### config.mk
export PLATFORM = sky130hd
export DESIGN_NAME = rotr_arbiter
export DESIGN_NICKNAME = d
export VERILOG_FILES = /design/src/rtl/rotr_pkg.sv /design/src/rtl/rotr_core.sv /design/src/rtl/rotr_arbiter.sv
export SDC_FILE = /design/constraint.sdc
export NUM_CORES = 1
export LEC_CHECK = 0
export ABC_CLOCK_PERIOD_IN_PS = 2950
export BUFFER_PORTS_ARGS = -buffer_cell sky130_fd_sc_hd__buf_4
export CAP_MARGIN = 10
export CORE_UTILIZATION = 30
export DETAILED_ROUTE_END_ITERATION = 10
export RECOVER_POWER = 100
export SYNTH_ARGS = -nofsm -noshare
export SYNTH_HDL_FRONTEND = slang
export SYNTH_HIERARCHICAL = 1
export SYNTH_SLANG_ARGS = --single-unit
### constraint.sdc
create_clock -name clk -period 2.95 [get_ports clk]
set_clock_uncertainty 0.05 [all_clocks]
set_input_delay 0.59 -clock clk [delete_from_list [all_inputs] [get_ports clk]]
set_output_delay 0.59 -clock clk [all_outputs]
set_load 0.02 [all_outputs]
### src/rtl/rotr_pkg.sv
// Shared constants and types for the rotate-right arbiter slice.
// Holds data/amount widths, the requester ID type, the FSM states and the operand bundle.
package rotr_pkg;

    localparam int W     = 8;
    localparam int AMT_W = 3;

    typedef logic req_id_t;

    typedef enum logic {
        ST_EMPTY,
        ST_FULL
    } state_t;

    typedef struct packed {
        logic [W-1:0]     data;
        logic [AMT_W-1:0] amt;
    } rotr_op_t;

endpackage

### src/rtl/rotr_core.sv
// Combinational rotate-right of a W-bit word by amt positions.
// Ports: a (operand), amt (rotate amount), y (rotated result).
module rotr_core
    import rotr_pkg::*;
(
    input  logic [W-1:0]     a,
    input  logic [AMT_W-1:0] amt,
    output logic [W-1:0]     y
);

    // Rotating right by k is the low W bits of {a,a} shifted right by k.
    logic [2*W-1:0] dbl;

    assign dbl = {a, a};

    always_comb begin
        y = a;
        unique case (amt)
            3'd0: y = dbl[0 +: W];
            3'd1: y = dbl[1 +: W];
            3'd2: y = dbl[2 +: W];
            3'd3: y = dbl[3 +: W];
            3'd4: y = dbl[4 +: W];
            3'd5: y = dbl[5 +: W];
            3'd6: y = dbl[6 +: W];
            3'd7: y = dbl[7 +: W];
            default: y = a;
        endcase
    end

endmodule

### src/rtl/rotr_arbiter.sv
// Round-robin arbiter sharing one rotate-right unit between two requesters.
// Ports: clk, reset (sync, active-high), req0/req1 valid/data/amt/ready, rsp valid/data/id/ready.
module rotr_arbiter
    import rotr_pkg::*;
(
    input  logic             clk,
    input  logic             reset,
    input  logic             req0_valid,
    input  logic [W-1:0]     req0_data,
    input  logic [AMT_W-1:0] req0_amt,
    output logic             req0_ready,
    input  logic             req1_valid,
    input  logic [W-1:0]     req1_data,
    input  logic [AMT_W-1:0] req1_amt,
    output logic             req1_ready,
    output logic             rsp_valid,
    output logic [W-1:0]     rsp_data,
    output req_id_t          rsp_id,
    input  logic             rsp_ready
);

    state_t   state;
    req_id_t  rr_ptr;
    req_id_t  sel;
    rotr_op_t op;
    logic     can_accept;
    logic     grant;
    logic     both_v;
    logic     only0_v;
    logic     only1_v;
    logic [W-1:0] rot_y;

    assign both_v  = req0_valid & req1_valid;
    assign only0_v = req0_valid & ~req1_valid;
    assign only1_v = ~req0_valid & req1_valid;

    // Nothing is accepted while reset is asserted.
    assign can_accept = ~reset & ((state == ST_EMPTY) | rsp_ready);
    assign grant      = can_accept & (req0_valid | req1_valid);

    always_comb begin
        sel = 1'b0;
        unique case (1'b1)
            both_v:  sel = rr_ptr;
            only0_v: sel = 1'b0;
            only1_v: sel = 1'b1;
            default: sel = 1'b0;
        endcase
    end

    assign req0_ready = grant & req0_valid & (sel == 1'b0);
    assign req1_ready = grant & req1_valid & (sel == 1'b1);

    always_comb begin
        op = sel ? '{data: req1_data, amt: req1_amt}
                 : '{data: req0_data, amt: req0_amt};
    end

    rotr_core u_core (
        .a   (op.data),
        .amt (op.amt),
        .y   (rot_y)
    );

    always_ff @(posedge clk) begin
        if (reset) begin
            state    <= ST_EMPTY;
            rsp_data <= '0;
            rsp_id   <= 1'b0;
            rr_ptr   <= 1'b0;
        end else if (grant) begin
            state    <= ST_FULL;
            rsp_data <= rot_y;
            rsp_id   <= sel;
            rr_ptr   <= ~sel;
        end else if (state == ST_FULL && rsp_ready) begin
            state <= ST_EMPTY;
        end
    end

    assign rsp_valid = (state == ST_FULL);

endmodule

==> results.json <==
{
  "post_cts_resize_count": 0,
  "post_synth_inst_count": 134,
  "critPathLaunch": "req0_valid",
  "synth_async_sr_flop_share_pct": 0,
  "multi_input_area_um2": 835.8,
  "cap_viol_max_count": 0,
  "worst-r2r-setup-slack_ns": 0.45,
  "post_synth_num_cell_types": 40,
  "timing.final.max_slew_violations": 0,
  "post-route-drc-count": 0,
  "antenna_found_initial": 0,
  "clockBufferDepth": 2,
  "worstHoldPathType": "flip-flop to flip-flop",
  "clkLatencyLatePin_ns": 0.24,
  "synth_area_leaders": "dfxtp_1 (18%), mux2_2 (12%), mux2_4 (9.8%)",
  "transition_time_of_the_tightest_slew_check_pin_ns": 0.6824,
  "viasPerCell": 5.229,
  "worst_case_setup_slack_after_placement_ns": 0.1976,
  "achievable_frequency_mhz": 378.1,
  "number_of_h_tree_levels": 1,
  "hpwl_um": 2223,
  "nets": 194,
  "core_box_area_mm2": 0.003771,
  "num_io_pins": 39,
  "grt_overflow_total": 0,
  "grt_pass1_wl_um": 4809,
  "synth_common_cells": "mux2_2 (13), dfxtp_1 (11), nor2b_1 (11), buf_6 (9), nor2_1 (9)",
  "firstDrtPassIters": 4,
  "critical_path_arrival_ns": 2.72,
  "initial_core_util_pct": 32.38,
  "port_buffers": 38,
  "final.min_clock_period_ns": 2.645,
  "post_cts.repair.setup_buffers": 0,
  "die-width_um": 65.80,
  "cts-root-buf": "clkbuf_8",
  "power.ir.vdd_worst_uv": 273.3,
  "seq_area_frac_synth_pct": 18.03,
  "run_status": "completed",
  "warnings_synthesis": 6,
  "total_count_of_hold_check_failures_in_the_final_report": 0,
  "critical_path.endpoint_type": "flip-flop",
  "cts_buffers": 3,
  "timing.rr.end": "rsp_data[5]",
  "largest_net_degree_at_the_start_of_global_routing": 27,
  "synth_top_area_share_pct": 18.03,
  "worst_hold_path.num_cells": 2,
  "finalCoreUtilization_pct": 38.09,
  "most_frequently_used_flop_master_after_synthesis": "dfxtp_1",
  "clk_pin_slew_ns": 0.05,
  "dieHeight_um": 65.80,
  "gp_congestion": 0.8422,
  "post_synthesis_net_count": 161,
  "unrepaired_setup_endpoints_after_global_routing": "false",
  "hold_path_startpoint": "rsp_id",
  "antenna_violating_nets_post_route": 0,
  "hold_end": "rsp_id",
  "detail_route.wirelength_um": 2994,
  "yosysMostFrequentCell": "mux2_2",
  "wl_per_cell_um": 13.99,
  "area.growth.synth_to_final_pct": 17.62,
  "power.static_leakage_nw": 0.5903,
  "beginning_of_the_worst_register_to_register_path": "rr_ptr",
  "rows": 22,
  "ys_ff_latch": 11,
  "synth_enable_flop_cells": 0,
  "finalCritPeriodShare_pct": 89.65,
  "p_per_area_mw_per_mm2": 436.1,
  "cts_tree": "built",
  "synth_top_area_cell": "dfxtp_1",
  "crit_path_start_kind": "input port",
  "num_antenna_cells": 0,
  "critical_path_fanouts_max": 22,
  "cts.sink_count": 11,
  "setup_total_negative_slack_ns": 0,
  "critical_path_class": "input port to flip-flop",
  "drt_iter0_drc": 60,
  "dr_total_vias": 1119,
  "worst-r2r-cell-count": 6,
  "floorplan.die_area_mm2": 0.004330,
  "slew-limit-headroom_pct": 54.51,
  "avg_inst_size_synth_um2": 9.113,
  "drive_above_1_share_pct": 33.13,
  "grt_util_all_layers_pct": 14.23,
  "worst-endpoint-required_ns": 3.03,
  "postLayoutSetupSlackWorst_ns": 0.3054,
  "mappedNetlistArea_mm2": 0.001221,
  "finalSetupViolations": 0,
  "first_global_vias": 1082,
  "fill_count": 414,
  "postCtsHoldBufs": 0,
  "seqCellArea_um2": 220.2
}
==> power breakdown <==
| group | internal [mW] | switching [mW] | leakage (nW) |
|---|---|---|---|
| Sequential | 0.172 | 0.0107 | 0.0916 |
| Combinational | 0.137 | 0.156 | 0.473 |
| Clock | 0.0929 | 0.0584 | 0.0255 |
==> worst max path at each step <==
stage,end,cells past startpoint
6_report,rsp_data[5],8
5_1_grt,rsp_data[7],9
4_1_cts,rsp_data[6],9
3_5_place_dp,rsp_data[4],10
3_3_place_gp,rsp_data[0],10
2_1_floorplan,rsp_data[5],9
==> registers in the layout, summed over array words and instances (netlist names) <==
name,count
rr_ptr,1
rsp_data,8
rsp_id,1
rsp_valid,1
==> placed cells by master (no fill, tap or decap), types with 2 or more instances in the layout <==
cell type / count
a211oi_1: 6
a21oi_1: 8
a31oi_1: 2
buf_4: 29
clkbuf_1: 12
clkbuf_8: 3
dfxtp_1: 11
inv_1: 2
mux2_1: 5
mux2_2: 13
mux2_4: 4
mux2i_1: 8
nand2_1: 6
nand2b_1: 4
nor2_1: 9
nor2b_1: 11
nor3b_1: 2
o211ai_1: 2
o21ai_0: 6
o22a_1: 4
o32a_1: 2
==> critical path, cell delays in order <==
cell	delay, ns
buf_4	0.09
inv_1	0.04
o21ai_0	0.13
buf_4	0.22
mux2_2	0.52
or3_1	0.58
o22a_1	0.28
mux2_4	0.26
==> through the flow <==
| step | instance area (um2) | power (mW) | hold slack [ns] | std cells |
|---|---|---|---|---|
| after floorplan | 1221 | 0.4293 | 0.4781 | 134 |
| after global placement | 1466 | 0.5036 | 0.3966 | 210 |
| after detailed placement | 1466 | 0.5083 | 0.3988 | 210 |
| after CTS | 1513 | 0.6631 | 0.4115 | 214 |
| after global routing | 1436 | 0.6677 | 0.4446 | 214 |
| final | 1436 | 0.6265 | 0.4093 | 214 |
==> area by class of cell <==
cell class	count	share of cell area, %
sequential	11	15.33
inverter	3	0.7840
clock inverter	1	0.3484
timing repair buffer	41	18.29
multi-input combinational	107	58.19
tap	48	4.181
clock buffer	3	2.875
==> layer usage <==
layer | vias up | GRT usage (%) | part of all wire, %
met5 | - | 0 | 0
met4 | 0 | 2.717 | 0.33
met3 | 2 | 3.793 | 6.0
li1 | 558 | - | -
met1 | 520 | 17.95 | 45
met2 | 39 | 24.11 | 48
==> kinds of logic after synthesis <==
family          after synthesis  synth area share [%]
simple gates                 37                 17.01
compound gates               39                 22.85
buf+inv                      16                 10.96
mux                          31                 31.15
flops                        11                 18.03
Note: power is estimated with default switching activity, not from simulation.
